### src/rtl/pipeline_hazard_ctrl_pkg.sv
// pipeline_hazard_ctrl_pkg: shared encodings, state enum and forwarding rule
// for the 5-stage pipeline hazard controller.
package pipeline_hazard_ctrl_pkg;

  localparam logic [2:0] PCSRC_SEQ = 3'b000;
  localparam logic [2:0] PCSRC_J   = 3'b001;
  localparam logic [2:0] PCSRC_JR  = 3'b010;
  localparam logic [2:0] PCSRC_BR  = 3'b100;

  localparam logic [1:0] FWD_RF  = 2'b00;
  localparam logic [1:0] FWD_WB  = 2'b01;
  localparam logic [1:0] FWD_MEM = 2'b10;

  localparam logic [5:0] OP_J_DEF  = 6'h02;
  localparam logic [5:0] OP_JR_DEF = 6'h08;

  typedef enum logic [1:0] {INIT, RUN, FLUSH} state_e;

  typedef struct packed {
    logic       pc_write;
    logic       ifid_write;
    logic       if_flush;
    logic       idex_flush;
    logic       exmem_flush;
    logic [2:0] pc_src;
  } ctl_t;

  localparam ctl_t CTL_RESET = '{1'b0, 1'b0, 1'b1, 1'b1, 1'b1, PCSRC_SEQ};
  localparam ctl_t CTL_SEQ   = '{1'b1, 1'b1, 1'b0, 1'b0, 1'b0, PCSRC_SEQ};
  localparam ctl_t CTL_STALL = '{1'b0, 1'b0, 1'b0, 1'b1, 1'b0, PCSRC_SEQ};
  localparam ctl_t CTL_BR    = '{1'b1, 1'b1, 1'b1, 1'b1, 1'b1, PCSRC_BR};
  localparam ctl_t CTL_J     = '{1'b1, 1'b1, 1'b1, 1'b0, 1'b0, PCSRC_J};
  localparam ctl_t CTL_JR    = '{1'b1, 1'b1, 1'b1, 1'b0, 1'b0, PCSRC_JR};

  // MEM result is newer than WB, so it wins; r0 is hardwired and never forwarded.
  function automatic logic [1:0] fwd_sel(input logic mem_we, input logic [4:0] mem_rd,
                                         input logic wb_we, input logic [4:0] wb_rd,
                                         input logic [4:0] src);
    return (mem_we && mem_rd != 5'd0 && mem_rd == src) ? FWD_MEM :
           (wb_we && wb_rd != 5'd0 && wb_rd == src)    ? FWD_WB  : FWD_RF;
  endfunction

endpackage

### src/rtl/pipeline_hazard_ctrl_forward_unit.sv
// forward_unit: combinational EX-stage operand forwarding selects.
module forward_unit
  import pipeline_hazard_ctrl_pkg::*;
(
  input  logic       en_i,
  input  logic       exmem_we_i,
  input  logic [4:0] exmem_rd_i,
  input  logic       memwb_we_i,
  input  logic [4:0] memwb_rd_i,
  input  logic [4:0] idex_rs_i,
  input  logic [4:0] idex_rt_i,
  output logic [1:0] fwd_a_o,
  output logic [1:0] fwd_b_o
);

  assign fwd_a_o = en_i ? fwd_sel(exmem_we_i, exmem_rd_i, memwb_we_i, memwb_rd_i, idex_rs_i) : FWD_RF;
  assign fwd_b_o = en_i ? fwd_sel(exmem_we_i, exmem_rd_i, memwb_we_i, memwb_rd_i, idex_rt_i) : FWD_RF;

endmodule

### src/rtl/pipeline_hazard_ctrl.sv
// pipeline_hazard_ctrl: stall/flush/redirect sequencing and forwarding selects
// for the 5-stage pipeline, with saturating stall and flush counters.
module pipeline_hazard_ctrl
  import pipeline_hazard_ctrl_pkg::*;
#(
  parameter logic [5:0] OP_J  = OP_J_DEF,
  parameter logic [5:0] OP_JR = OP_JR_DEF,
  parameter int         CNT_W = 16
) (
  input  logic             clock,
  input  logic             reset,
  input  logic [5:0]       ifid_opCode,
  input  logic [4:0]       ifid_rs,
  input  logic [4:0]       ifid_rt,
  input  logic             ifid_usesRt,
  input  logic             idex_memRead,
  input  logic             idex_regWrite,
  input  logic [4:0]       idex_regSel,
  input  logic [4:0]       idex_rs,
  input  logic [4:0]       idex_rt,
  input  logic             exmem_regWrite,
  input  logic [4:0]       exmem_regSel,
  input  logic             memwb_regWrite,
  input  logic [4:0]       memwb_regSel,
  input  logic             branchCtrl,
  output logic             pcWrite,
  output logic             IFIDWrite,
  output logic             IFFlush,
  output logic             IDEXFlush,
  output logic             EXMEMFlush,
  output logic [2:0]       PCSrc,
  output logic [1:0]       forwardA,
  output logic [1:0]       forwardB,
  output logic [CNT_W-1:0] stallCount,
  output logic [CNT_W-1:0] flushCount
);

  state_e           state_q, state_d;
  logic [CNT_W-1:0] stall_q, stall_d, flush_q, flush_d;
  ctl_t             ctl;
  logic             load_use, jr_wait, stall_inc, flush_inc;

  assign load_use = idex_memRead && idex_regSel != 5'd0 &&
                    (idex_regSel == ifid_rs || (ifid_usesRt && idex_regSel == ifid_rt));
  // jr reads its target in ID, so it must wait until the producer has left EX.
  assign jr_wait  = ifid_opCode == OP_JR && idex_regWrite && idex_regSel != 5'd0 &&
                    idex_regSel == ifid_rs;

  always_ff @(posedge clock or negedge reset) begin
    if (!reset) state_q <= INIT;
    else        state_q <= state_d;
  end

  always_comb begin
    state_d = (state_q != INIT && branchCtrl) ? FLUSH : RUN;
  end

  // A pending FLUSH means ID/EX hold bubbles, so only a new branch is honoured.
  always_comb begin
    ctl       = CTL_RESET;
    stall_inc = 1'b0;
    flush_inc = 1'b0;
    if (state_q != INIT) begin
      if (branchCtrl) begin
        ctl       = CTL_BR;
        flush_inc = 1'b1;
      end else if (state_q == FLUSH) begin
        ctl = CTL_SEQ;
      end else if (load_use || jr_wait) begin
        ctl       = CTL_STALL;
        stall_inc = 1'b1;
      end else if (ifid_opCode == OP_J || ifid_opCode == OP_JR) begin
        ctl       = ifid_opCode == OP_J ? CTL_J : CTL_JR;
        flush_inc = 1'b1;
      end else begin
        ctl = CTL_SEQ;
      end
    end
  end

  assign stall_d = (stall_inc && stall_q != '1) ? stall_q + 1'b1 : stall_q;
  assign flush_d = (flush_inc && flush_q != '1) ? flush_q + 1'b1 : flush_q;

  always_ff @(posedge clock or negedge reset) begin
    if (!reset) begin
      stall_q <= '0;
      flush_q <= '0;
    end else begin
      stall_q <= stall_d;
      flush_q <= flush_d;
    end
  end

  forward_unit u_fwd (
    .en_i       (state_q != INIT),
    .exmem_we_i (exmem_regWrite),
    .exmem_rd_i (exmem_regSel),
    .memwb_we_i (memwb_regWrite),
    .memwb_rd_i (memwb_regSel),
    .idex_rs_i  (idex_rs),
    .idex_rt_i  (idex_rt),
    .fwd_a_o    (forwardA),
    .fwd_b_o    (forwardB)
  );

  assign pcWrite    = ctl.pc_write;
  assign IFIDWrite  = ctl.ifid_write;
  assign IFFlush    = ctl.if_flush;
  assign IDEXFlush  = ctl.idex_flush;
  assign EXMEMFlush = ctl.exmem_flush;
  assign PCSrc      = ctl.pc_src;
  assign stallCount = stall_q;
  assign flushCount = flush_q;

endmodule
### config.mk
export PLATFORM = sky130hd
export DESIGN_NAME = pipeline_hazard_ctrl
export DESIGN_NICKNAME = d
export VERILOG_FILES = /design/src/rtl/pipeline_hazard_ctrl_pkg.sv /design/src/rtl/pipeline_hazard_ctrl_forward_unit.sv /design/src/rtl/pipeline_hazard_ctrl.sv
export SDC_FILE = /design/constraint.sdc
export NUM_CORES = 1
export LEC_CHECK = 0
export CORE_MARGIN = 2
export CORE_UTILIZATION = 43
export DETAILED_ROUTE_END_ITERATION = 8
export HOLD_SLACK_MARGIN = 0.15
export PLACE_DENSITY = 0.85
export SETUP_SLACK_MARGIN = 0.5
export SYNTH_ARGS = -nofsm -noshare
export SYNTH_HDL_FRONTEND = slang
export SYNTH_SLANG_ARGS = --single-unit
export TNS_END_PERCENT = 50
### constraint.sdc
create_clock -name clock -period 2.4 [get_ports clock]
set_input_delay 0.48 -clock clock [delete_from_list [all_inputs] [get_ports clock]]
set_output_delay 0.48 -clock clock [all_outputs]
set_load 0.1 [all_outputs]
Yosys cells after proc, flatten, opt, wreduce, memory -nomap -nowiden
Cells that the tools add are included.
{"block": "word_totals", "ff_bits": 34, "inputBits": 49, "output_inout_bits": 44}
{"block": "op_classes", "addsub": 2, "n_eq_ne": 11, "mux": 22, "reduce_logical": 22}
{"operator": "$add 16x1->16 const B", "count": 2}
{"operator": "$mux 8", "count": 4}
{"operator": "$ne 16x16->1 const B", "count": 2}
{"operator": "$eq 5x5->1", "count": 6}
{"operator": "$logic_and 1x1->1", "count": 15}
{"operator": "$reduce_bool 5->1", "count": 3}
{"operator": "$mux 2", "count": 6}
{"operator": "$mux 1", "count": 11}
{"operator": "$eq 6x2->1 const B", "count": 1}
{"operator": "$eq 6x4->1 const B", "count": 1}
{"operator": "$mux 6", "count": 1}
{"operator": "$logic_or 1x1->1", "count": 3}
{"operator": "$eq 2x2->1 const B", "count": 1}
{"operator": "$reduce_bool 2->1", "count": 1}

Logic depth before layout (Yosys ltp)
Gate-level depths: netlist (run 1).
{"block": "depth", "depth_word": 10, "mapped_depth": 7, "mapped_depth_nobuf": 6}

Cells and area by module
A second synthesis (run 1) with hierarchy kept.
{"block": "hier_totals", "hier_cells": 227, "area_unflattened_um2": 2183.3}
{"module": "pipeline_hazard_ctrl", "instances": 1, "cells_each": 191, "area_per_inst_um2": 1901.8, "seq_area_each_um2": 850.8}
{"module": "forward_unit", "instances": 1, "cells_each": 36, "area_per_inst_um2": 281.5, "seq_area_each_um2": 0.0}

Worst setup path before layout (run 1)
Ideal clock, no wire load.
{"block": "synth_timing", "path_type": "input -> output", "from": "input exmem_regSel[1]", "to": "output forwardA[0]", "t_arrival_ps": 4333, "setup_slack_ps": -2413, "cell_stages": 4, "path_cell_list": "or4_1 > o21ai_0 > nor3_1 > nor4_1"}
{"block": "synth_via", "elab_chain_len": 5, "elab_cells_between_ends": 6}
{"element": "from (decl)", "line_no": "pipeline_hazard_ctrl.sv:22", "text": "input logic [4:0] exmem_regSel,"}
{"element": "$reduce_bool 5->1", "line_no": "pipeline_hazard_ctrl_pkg.sv:39", "text": "return (mem_we && mem_rd != 5'd0 && mem_rd == src) ? FWD_MEM :"}
{"element": "$logic_and 1x1->1", "line_no": "pipeline_hazard_ctrl_pkg.sv:39"}
{"element": "$logic_and 1x1->1 *", "line_no": "pipeline_hazard_ctrl_pkg.sv:39"}
{"element": "$mux 2 *", "line_no": "pipeline_hazard_ctrl_pkg.sv:39"}
{"element": "$mux 2 *", "line_no": "pipeline_hazard_ctrl_forward_unit.sv:16", "text": "assign fwd_a_o = en_i ? fwd_sel(exmem_we_i, exmem_rd_i, memwb_we_i, memwb_rd_i, idex_rs_i) : FWD_RF;"}
{"element": "to (decl)", "line_no": "pipeline_hazard_ctrl.sv:32", "text": "output logic [1:0] forwardA,"}
Every way passes the cells marked *; elsewhere a longest branch is shown, timed or not.

Worst setup path in the final report (run 1)
{"block": "layout_timing", "from": "input idex_regSel[0]", "to": "output PCSrc[1]"}
{"block": "layout_via", "elab_chain_len": 9, "elab_cells_between_ends": 14}
{"element": "from (decl)", "line_no": "pipeline_hazard_ctrl.sv:18", "text": "input logic [4:0] idex_regSel,"}
{"element": "$eq 5x5->1", "line_no": "pipeline_hazard_ctrl.sv:44", "text": "(idex_regSel == ifid_rs || (ifid_usesRt && idex_regSel == ifid_rt));"}
{"element": "$logic_and 1x1->1", "line_no": "pipeline_hazard_ctrl.sv:44"}
{"element": "$logic_or 1x1->1", "line_no": "pipeline_hazard_ctrl.sv:44"}
{"element": "$logic_and 1x1->1", "line_no": "pipeline_hazard_ctrl.sv:43", "text": "assign load_use = idex_memRead && idex_regSel != 5'd0 &&"}
{"element": "$logic_or 1x1->1 *", "line_no": "pipeline_hazard_ctrl.sv:69", "text": "end else if (load_use || jr_wait) begin"}
{"element": "$mux 8 *", "line_no": "pipeline_hazard_ctrl.sv:69"}
{"element": "$mux 8 *", "line_no": "pipeline_hazard_ctrl.sv:67", "text": "end else if (state_q == FLUSH) begin"}
{"element": "$mux 8 *", "line_no": "pipeline_hazard_ctrl.sv:64", "text": "if (branchCtrl) begin"}
{"element": "$mux 8 *", "line_no": "pipeline_hazard_ctrl.sv:63", "text": "if (state_q != INIT) begin"}
{"element": "to (decl)", "line_no": "pipeline_hazard_ctrl.sv:31", "text": "output logic [2:0] PCSrc,"}
Marks and branches as above.

==> flow_summary.html, run 1 <==
<table>
<tr><th>Metric</th><th>Value</th></tr>
<tr><th colspan="2">Timing</th></tr>
<tr><td>Min Clock Period, post-route</td><td>approximately 2.6 ns</td></tr>
<tr><td>Worst Hold Slack</td><td>0.496 ns</td></tr>
<tr><td>Rel. slew slack</td><td>0.522</td></tr>
<tr><td>Fmax</td><td>387 MHz</td></tr>
<tr><td>Measured slew at the worst slew-check pin</td><td>0.711 ns</td></tr>
<tr><td>Setup repair after global routing missed its margin</td><td>yes</td></tr>
<tr><td>Final Max Slew Viols</td><td>0</td></tr>
<tr><td>Final Hold Violating Endpoints</td><td>0</td></tr>
<tr><td>Largest clock skew in the final design</td><td>0.0109 ns</td></tr>
<tr><td>Period Utilization, post-route</td><td>1.08</td></tr>
<tr><td>Final WS setup</td><td>-0.187 ns</td></tr>
<tr><td>Setup TNS</td><td>-1.05 ns</td></tr>
<tr><td>Finish-stage setup viols</td><td>10</td></tr>
<tr><th colspan="2">Status</th></tr>
<tr><td>Violated checks</td><td>setup timing</td></tr>
<tr><td>Outcome</td><td>finished with violations</td></tr>
<tr><th colspan="2">Worst setup path</th></tr>
<tr><td>Critical path endpoint category</td><td>output pin</td></tr>
<tr><td>Slowest stage delay, CP</td><td>0.35 ns</td></tr>
<tr><td>Worst R2R Start</td><td>flushCount[2]</td></tr>
<tr><td>Worst Path Arrival</td><td>2.11 ns</td></tr>
<tr><td>Crit-path max FO</td><td>3</td></tr>
<tr><td>Reg-to-reg slack, setup</td><td>around 0.050 ns</td></tr>
<tr><td>Critical path required time</td><td>1.92 ns</td></tr>
<tr><td>Startpoint-to-endpoint class of the critical path</td><td>in -&gt; out</td></tr>
<tr><td>Depth of the most critical reg-to-reg path</td><td>6</td></tr>
<tr><td>Category of the worst setup path launch point</td><td>input port</td></tr>
<tr><td>Crit path cell chain</td><td>buf_6, nor2b_4, a2111oi_4, nand4_1, a21oi_4, nand3b_1, nor3b_4, buf_12</td></tr>
<tr><td>Endpoint of the worst-slack reg-to-reg timing path</td><td>flushCount[13]</td></tr>
<tr><td>Crit path max-delay cell type</td><td>a2111oi_4</td></tr>
<tr><th colspan="2">Yosys</th></tr>
<tr><td>Synth Area in XOR/XNOR</td><td>0.228</td></tr>
<tr><td>Post-synth top area share</td><td>0.388</td></tr>
<tr><td>Flop and latch count out of synthesis</td><td>34</td></tr>
<tr><td>Cell area after synthesis</td><td>2190 um^2</td></tr>
<tr><td>Post-synthesis adder-cell area fraction</td><td>0.0114</td></tr>
<tr><td>Average cell area after synthesis</td><td>roughly 9.9 um^2</td></tr>
<tr><td>Most frequent cells after synthesis</td><td>xnor2_1 (43), dfrtp_1 (34), nand3_1 (21)</td></tr>
<tr><td>Post-Synthesis Net Count</td><td>272</td></tr>
<tr><td>Mux contribution to synthesized area</td><td>0.0171</td></tr>
<tr><td>Number of enable-type register cells in the synthesized netlist</td><td>0</td></tr>
<tr><td>Top flip-flop cell by instance count after synthesis</td><td>dfrtp_1</td></tr>
<tr><td>Post-synthesis compound-gate area fraction</td><td>0.0622</td></tr>
<tr><td>Warning count from the yosys run</td><td>0</td></tr>
<tr><td>Unique masters post-synth</td><td>40</td></tr>
<tr><td>Fraction of the yosys area taken by sequential cells</td><td>0.388</td></tr>
<tr><td>Main area contributors after synthesis</td><td>dfrtp_1 (39%), xnor2_1 (17%), xor2_1 (5.6%), nand3_1 (4.8%), and3_1 (4.0%)</td></tr>
<tr><td>Top cell type by total area after synthesis</td><td>dfrtp_1</td></tr>
<tr><td>Most used standard cell by instance count after synthesis</td><td>xnor2_1</td></tr>
<tr><td>Dominant combinational cell family by area after synthesis</td><td>simple AND/OR/NAND/NOR gates</td></tr>
<tr><td>Ys async rst share</td><td>1.00</td></tr>
<tr><td>Synthesized instance count</td><td>221</td></tr>
<tr><td>Simple-Gate Fraction of Synth Area</td><td>0.258</td></tr>
<tr><th colspan="2">GRT</th></tr>
<tr><td>Largest net degree at the start of global routing</td><td>35</td></tr>
<tr><td>Number of global-route vias before repair</td><td>about 2600</td></tr>
<tr><td>Initial antenna violation count</td><td>0</td></tr>
<tr><td>Total congestion overflow</td><td>0</td></tr>
<tr><td>Overall fraction of global-route tracks in use</td><td>0.308</td></tr>
<tr><td>First-pass GRT wire length</td><td>13100 um</td></tr>
<tr><th colspan="2">Power and ir drop</th></tr>
<tr><td>Internal cell power</td><td>0.00133 W</td></tr>
<tr><td>Leakage power summed over all cells</td><td>2.00 nW</td></tr>
<tr><td>NetSw</td><td>0.00120 W</td></tr>
<tr><td>Total power per unit cell area</td><td>563 nW/um^2</td></tr>
<tr><td>Register share of total power</td><td>0.311</td></tr>
<tr><td>Worst vdd ir</td><td>roughly 0.68 mV</td></tr>
<tr><td>Share of total power in combinational logic</td><td>0.504</td></tr>
<tr><td>Switching share of power</td><td>0.474</td></tr>
<tr><td>Clock share of power</td><td>0.185</td></tr>
<tr><th colspan="2">Min path</th></tr>
<tr><td>Worst hold path stage count</td><td>1</td></tr>
<tr><td>Worst Hold Launch</td><td>stallCount[9]</td></tr>
<tr><td>End point of the most critical hold path</td><td>stallCount[9]</td></tr>
<tr><td>Tightest Hold Check Type</td><td>reg -&gt; reg</td></tr>
<tr><th colspan="2">Final layout</th></tr>
<tr><td>Antenna diode count</td><td>0</td></tr>
<tr><td>Layout Cell Area excl Fill</td><td>4510 um^2</td></tr>
<tr><td>Layout overhead on the synthesized area</td><td>105%</td></tr>
<tr><td>Share of layout cells above drive strength 1</td><td>0.660</td></tr>
<tr><td>Number of nets in the finished design</td><td>429</td></tr>
<tr><th colspan="2">CTS</th></tr>
<tr><td>Cts bufs inserted</td><td>5</td></tr>
<tr><td>Maximum clock insertion buffer count</td><td>2</td></tr>
<tr><td>Hold buffers post-CTS</td><td>0</td></tr>
<tr><td>Clock Pin Slew Worst Setup and Hold Paths</td><td>0.07 ns</td></tr>
<tr><td>Sinks on the clock net</td><td>34</td></tr>
<tr><td>Insertion delay to the later sink of the worst-skew pair</td><td>0.29 ns</td></tr>
<tr><td>Maximum level of the CTS H-tree</td><td>2</td></tr>
<tr><td>Clock tree from TritonCTS</td><td>done</td></tr>
<tr><td>Root buffer selected by CTS</td><td>clkbuf_8</td></tr>
<tr><th colspan="2">Placed design</th></tr>
<tr><td>Worst setup slack before clock tree synthesis</td><td>-0.426 ns</td></tr>
<tr><td>DP Area</td><td>between 3000 and 4000 um^2</td></tr>
<tr><td>Count of buffers inserted at the top-level ports</td><td>~90</td></tr>
<tr><td>Half-perimeter wire length of the detailed placement result</td><td>around 5400 um</td></tr>
<tr><td>Routability-driven placement congestion ratio</td><td>0.817</td></tr>
<tr><th colspan="2">Route</th></tr>
<tr><td>Number of DRC markers after the initial detailed-route iteration</td><td>210</td></tr>
<tr><td>Detailed-route wire length</td><td>11200 um</td></tr>
<tr><td>Routed vias</td><td>approximately 2700</td></tr>
<tr><td>Routed len/inst</td><td>25.1 um</td></tr>
<tr><td>Iteration count of the initial detailed-routing pass</td><td>4</td></tr>
<tr><td>Remaining DRCs</td><td>0</td></tr>
<tr><td>Post-DRT Antenna Nets</td><td>0</td></tr>
<tr><td>Average vias per placed instance</td><td>5.97</td></tr>
<tr><th colspan="2">Floorplan</th></tr>
<tr><td>Die Span Y</td><td>roughly 75 um</td></tr>
<tr><td>Floorplan die width</td><td>75.4 um</td></tr>
<tr><td>Area of the placeable core</td><td>between 4000 and 5000 um^2</td></tr>
<tr><td>Total number of placement rows</td><td>25</td></tr>
<tr><td>Initial Utilization</td><td>0.455</td></tr>
<tr><td>Area of the die</td><td>5690 um^2</td></tr>
<tr><td>Num ports</td><td>93</td></tr>
<tr><th colspan="2">Job</th></tr>
<tr><td>Number of max-capacitance violations reported</td><td>0</td></tr>
</table>
## final cells by class
cell class	count	area [um^2]
clock buffer	6	82.6
clock inverter	2	12.5
fill	150	312
inverter	8	30.0
multi-input combinational	173	1920
sequential	34	901
tap	67	83.8
timing repair buffer	156	1480
## through the flow
step | instances | total power (W) | utilization
after floorplan | 221 | 0.00150 | -
after global placement | 415 | 0.00184 | 0.785
after detailed placement | 415 | 0.00187 | 0.785
after CTS | 440 | 0.00238 | 0.880
after global routing | 446 | 0.00260 | 0.935
final | 446 | 0.00254 | 0.935
## kinds of logic (layout without fill, tap and decap cells)
logic type / Yosys count / count (layout)
buffers and inverters: 14 / 172
adders and majority gates: 2 / 2
AOI/OAI and AO/OA: 14 / 14
xor gates and xnor gates: 57 / 57
DFF: 34 / 34
muxes: 3 / 3
and+or+nand+nor: 97 / 97
## power groups by stage
stage          Clock, W  Combinational [W]  Sequential [W]
6_report       0.000470            0.00128        0.000789
5_1_grt        0.000491            0.00132        0.000795
2_1_floorplan         0           0.000318         0.00119
3_3_place_gp          0            0.00107        0.000770
3_5_place_dp          0            0.00110        0.000775
4_1_cts        0.000452            0.00116        0.000761
## what timing repair did
action,CTS,global route
setup endpoints to repair,44,44
cloned,1,0
setup buffers,16,6
pin swaps,62,55
resized for setup,162,66
## per-layer routing
| metal | up-vias | routed length [um] | GRT usage |
|---|---|---|---|
| met4 | 0 | 876 | 0.135 |
| met2 | 188 | 5800 | 0.556 |
| li1 | 1110 | - | - |
| met1 | 1292 | 3740 | 0.339 |
| met5 | - | 0 | 0 |
| met3 | 71 | 765 | 0.0833 |
## flip-flops by register name (all words and copies together) (netlist names)
name and count:
flushCount 16, stallCount 16, state_q 2
## placed cells by master (no fill, tap or decap), types with 8 or more instances in the layout
master and instances:
buf_12 14, buf_6 27, and3_1 12, dfrtp_1 10, nand4_1 12, xor2_1 14, xnor2_2 21, nand2_1 9
xnor2_1 22, dlygate4sd2_1 13, dfrtp_2 16, nand3_4 12, buf_4 75, dfrtp_4 8
## worst max-delay path, delay by kind of cell
kind                   cells  cell delay, ns
AO/OA/AOI/OAI              2            0.61
buffers and inverters      2            0.27
AND/OR/NAND/NOR            4            0.74
## worst max-delay path by stage
stage	start	endpoint	slack, ns	cells past startpoint
3_3_place_gp	idex_regSel[1]	PCSrc[1]	-0.37	8
3_5_place_dp	idex_regSel[1]	PCSrc[1]	-0.43	8
2_1_floorplan	exmem_regSel[1]	forwardA[0]	-0.41	4
6_report	idex_regSel[0]	PCSrc[1]	-0.19	8
5_1_grt	idex_regSel[0]	PCSrc[1]	-0.21	8
4_1_cts	exmem_regSel[3]	forwardB[0]	-0.08	7
Note: power is estimated with default switching activity, not from simulation.
==> inputs of run 2 (changes only) <==
SKIP_LAST_GASP = 1   (was not set)
==> run 2 against run 1 <==
  * The run still ends with setup timing left
  * Wire length decreased by 19%
  * Sequential share of layout area up 1.3 points
  * Combinational power shrank 7%
  * Fmax is 4.8% higher
  * Critical path depth shrank 3
  * Sequential power decreased by 2.8%
  * Worst setup slack better by 0.12 ns
  * Die area unchanged
  * Via count is 7.3% lower
  * First-iteration DRC count fell by 29%
  * Non-clock buffer count up 1
  * Critical path type unchanged
  * Critical endpoint is now forwardA[1]
==> flow_summary.html, run 2 (synthesized netlist as in run 1, its figures left out) <==
<table>
<tr><th>Metric</th><th>Value</th></tr>
<tr><th colspan="2">Floorplan</th></tr>
<tr><td>Floorplan die width</td><td>75.4 um (unchanged)</td></tr>
<tr><td>Initial Utilization</td><td>0.455 (unchanged)</td></tr>
<tr><td>Num ports</td><td>93 (unchanged)</td></tr>
<tr><td>Die Span Y</td><td>75.4 um (unchanged)</td></tr>
<tr><td>Total number of placement rows</td><td>25 (unchanged)</td></tr>
<tr><td>Area of the placeable core</td><td>4820 um^2 (unchanged)</td></tr>
<tr><td>Area of the die</td><td>5690 um^2 (unchanged)</td></tr>
<tr><th colspan="2">Route</th></tr>
<tr><td>Routed vias</td><td>2468 (-7.3%)</td></tr>
<tr><td>Remaining DRCs</td><td>0 (unchanged)</td></tr>
<tr><td>Average vias per placed instance</td><td>5.52 (-7.5%)</td></tr>
<tr><td>Iteration count of the initial detailed-routing pass</td><td>4 (unchanged)</td></tr>
<tr><td>Detailed-route wire length</td><td>9090 um (-19%)</td></tr>
<tr><td>Number of DRC markers after the initial detailed-route iteration</td><td>149 (-29%)</td></tr>
<tr><td>Post-DRT Antenna Nets</td><td>0 (unchanged)</td></tr>
<tr><td>Routed len/inst</td><td>20.3 um (-19%)</td></tr>
<tr><th colspan="2">Placed design</th></tr>
<tr><td>Half-perimeter wire length of the detailed placement result</td><td>5390 um (unchanged)</td></tr>
<tr><td>Placed Instances</td><td>415 (unchanged)</td></tr>
<tr><td>Routability-driven placement congestion ratio</td><td>0.817 (unchanged)</td></tr>
<tr><td>Count of buffers inserted at the top-level ports</td><td>92 (unchanged)</td></tr>
<tr><td>DP Area</td><td>3780 um^2 (unchanged)</td></tr>
<tr><th colspan="2">CTS</th></tr>
<tr><td>Cts bufs inserted</td><td>5 (unchanged)</td></tr>
<tr><td>Maximum clock insertion buffer count</td><td>2 (unchanged)</td></tr>
<tr><td>Root buffer selected by CTS</td><td>clkbuf_8</td></tr>
<tr><td>Clock Pin Slew Worst Setup and Hold Paths</td><td>0.07 ns (about the same)</td></tr>
<tr><td>Maximum level of the CTS H-tree</td><td>2 (unchanged)</td></tr>
<tr><td>Hold buffers post-CTS</td><td>0 (unchanged)</td></tr>
<tr><td>Sinks on the clock net</td><td>34 (unchanged)</td></tr>
<tr><td>Insertion delay to the later sink of the worst-skew pair</td><td>0.29 ns (about the same)</td></tr>
<tr><td>Clock tree from TritonCTS</td><td>done</td></tr>
<tr><th colspan="2">GRT</th></tr>
<tr><td>GRT met3 Usage</td><td>0.0635 (-0.0198)</td></tr>
<tr><td>Met2 usage</td><td>0.578 (+0.0222)</td></tr>
<tr><td>Largest net degree at the start of global routing</td><td>35 (unchanged)</td></tr>
<tr><td>Initial antenna violation count</td><td>0 (unchanged)</td></tr>
<tr><td>Overall fraction of global-route tracks in use</td><td>0.311 (+0.00334)</td></tr>
<tr><td>Routing usage on met1</td><td>0.340 (+0.000845)</td></tr>
<tr><td>Number of global-route vias before repair</td><td>2646 (+0.30%)</td></tr>
<tr><td>GRT busiest layer</td><td>met2</td></tr>
<tr><td>Total congestion overflow</td><td>0 (unchanged)</td></tr>
<tr><td>First-pass GRT wire length</td><td>13000 um (-0.63%)</td></tr>
<tr><th colspan="2">Worst setup path</th></tr>
<tr><td>Slowest stage delay, CP</td><td>0.51 ns (+0.16 ns)</td></tr>
<tr><td>Crit path cell chain</td><td>clkdlybuf4s50_1, xnor2_1, nand2_1, nor4_4, buf_12</td></tr>
<tr><td>Crit-path max FO</td><td>2 (-1)</td></tr>
<tr><td>Critical path required time</td><td>1.92 ns (about the same)</td></tr>
<tr><td>Worst Path Arrival</td><td>1.99 ns (-0.12 ns)</td></tr>
<tr><td>Startpoint-to-endpoint class of the critical path</td><td>in -&gt; out</td></tr>
<tr><td>Count of buffer and inverter cells on the critical path</td><td>2 (unchanged)</td></tr>
<tr><td>Depth of the most critical reg-to-reg path</td><td>7 (+1)</td></tr>
<tr><td>Category of the worst setup path launch point</td><td>input port</td></tr>
<tr><td>Worst R2R Start</td><td>stallCount[6]</td></tr>
<tr><td>Critical path endpoint category</td><td>output pin</td></tr>
<tr><td>Count of cell instances traversed by the critical path</td><td>5 (-3)</td></tr>
<tr><td>Termination of the worst setup path</td><td>forwardA[1]</td></tr>
<tr><td>Reg-to-reg slack, setup</td><td>0.26 ns (+0.21 ns)</td></tr>
<tr><td>Launch point of the critical path</td><td>idex_rs[2]</td></tr>
<tr><td>Endpoint of the worst-slack reg-to-reg timing path</td><td>stallCount[9]</td></tr>
<tr><td>Crit path max-delay cell type</td><td>clkdlybuf4s50_1</td></tr>
<tr><td>Top Family by Delay on Critical Path</td><td>buffers and inverters</td></tr>
<tr><th colspan="2">Final layout</th></tr>
<tr><td>Layout overhead on the synthesized area</td><td>93.0%</td></tr>
<tr><td>Layout Cell Area excl Fill</td><td>4230 um^2 (-6.1%)</td></tr>
<tr><td>Antenna diode count</td><td>0 (unchanged)</td></tr>
<tr><td>Share of layout cells above drive strength 1</td><td>0.616 (-0.0438)</td></tr>
<tr><td>Count of non-filler cells in the finished layout</td><td>447 (+0.22%)</td></tr>
<tr><td>Number of nets in the finished design</td><td>430 (+0.23%)</td></tr>
<tr><td>Most frequent cells in the layout</td><td>buf_4 (85), xnor2_1 (37), buf_6 (19), dfrtp_2 (16), nand3_2 (15)</td></tr>
<tr><td>Leading cell type in the layout, fill and taps excluded</td><td>buf_4</td></tr>
<tr><td>Final design utilization</td><td>0.879 (-0.0566)</td></tr>
<tr><th colspan="2">Power and ir drop</th></tr>
<tr><td>Total power per unit cell area</td><td>571 nW/um^2 (+1.3%)</td></tr>
<tr><td>Total power consumption of the routed design</td><td>0.00242 W (-4.8%)</td></tr>
<tr><td>Worst vdd ir</td><td>0.630 mV (-8.0%)</td></tr>
<tr><td>Leakage power summed over all cells</td><td>1.86 nW (-7.3%)</td></tr>
<tr><th colspan="2">Timing</th></tr>
<tr><td>Final WS setup</td><td>-0.0676 ns (+0.119 ns)</td></tr>
<tr><td>Finish-stage setup viols</td><td>7 (-3)</td></tr>
<tr><td>Largest clock skew in the final design</td><td>0.0139 ns (+0.00298 ns)</td></tr>
<tr><td>Fmax</td><td>405 MHz (+4.8%)</td></tr>
<tr><td>Setup TNS</td><td>-0.218 ns (+0.836 ns)</td></tr>
<tr><td>Rel. slew slack</td><td>0.711 (+0.189)</td></tr>
<tr><td>Measured slew at the worst slew-check pin</td><td>0.433 ns (-0.278 ns)</td></tr>
<tr><td>Period Utilization, post-route</td><td>1.03 (-0.0497)</td></tr>
<tr><td>Min Clock Period, post-route</td><td>2.47 ns (-0.119 ns)</td></tr>
<tr><td>Final Max Slew Viols</td><td>0 (unchanged)</td></tr>
<tr><td>Setup repair after global routing missed its margin</td><td>yes</td></tr>
<tr><td>Final Hold Violating Endpoints</td><td>0 (unchanged)</td></tr>
<tr><th colspan="2">Min path</th></tr>
<tr><td>Tightest Hold Check Type</td><td>reg -&gt; reg</td></tr>
<tr><th colspan="2">Status</th></tr>
<tr><td>Violated checks</td><td>setup timing</td></tr>
<tr><td>Outcome</td><td>finished with violations</td></tr>
<tr><th colspan="2">Job</th></tr>
<tr><td>Number of max-capacitance violations reported</td><td>0 (unchanged)</td></tr>
</table>
## run 2: changes by cell type in the layout (fill, tap and decap cells not counted), moves of 8 or more
| cell | delta |
|---|---|
| xnor2_1 | +15 |
| nand3_4 | -11 |
| nand3_2 | +9 |
| buf_6 | -8 |
| buf_4 | +10 |
| xnor2_2 | -15 |
## run 2: worst register-to-register path: cells and delay by family (launching register included)
kind / cells / cell delay (ns)
flops: 1 / 0.50
simple gates: 4 / 0.73
buf+inv: 1 / 0.24
compound gates: 1 / 0.40
xor+xnor: 1 / 0.15
## run 2: cell type report
type / instances / area (um^2)
Clock buffer: 6 / 82.6
Clock inverter: 2 / 12.5
Fill cell: 240 / 584
Inverter: 8 / 30.0
Multi-Input combinational cell: 173 / 1690
Sequential cell: 34 / 901
Tap cell: 67 / 83.8
Timing Repair Buffer: 157 / 1430
## run 2: metrics by stage
step / setup slack (ns) / hold slack, ns
after CTS: -0.0806 / 0.494
final: -0.0676 / 0.491
after global routing: -0.106 / 0.502
after floorplan: -0.413 / 0.184
after global placement: -0.365 / 0.470
after detailed placement: -0.426 / 0.479
## run 2: repair_timing
item | 4_1_cts | 5_1_grt
pin swaps | 35 | 16
resized for setup | 147 | 36
hold endpoints to repair | 0 | 0
buffers inserted | 16 | 7
cloned | 1 | 0
endpoints found under the setup margin | 44 | 44
## run 2: power breakdown
group | internal [W] | switching, W | total [W]
Combinational | 0.000395 | 0.000792 | 0.00119
Sequential | 0.000664 | 0.000103 | 0.000767
Clock | 0.000231 | 0.000230 | 0.000461
Total | 0.00129 | 0.00113 | 0.00242
## run 2: per-layer routing
| layer | part of all wire | routed length (um) |
|---|---|---|
| met1 | 0.38 | 3480 |
| met2 | 0.53 | 4840 |
| met3 | 0.057 | 516 |
| met4 | 0.028 | 257 |
| met5 | 0 | 0 |
## run 2: worst min path at each step
stage	startpoint	end	slack (ns)	cells past startpoint
final	stallCount[9]	stallCount[9]	0.49	1
after global routing	stallCount[9]	stallCount[9]	0.50	1
after CTS	stallCount[9]	stallCount[9]	0.49	1
after detailed placement	stallCount[3]	stallCount[3]	0.48	1
after global placement	flushCount[5]	flushCount[5]	0.47	1
after floorplan	reset	flushCount[10]	0.18	0
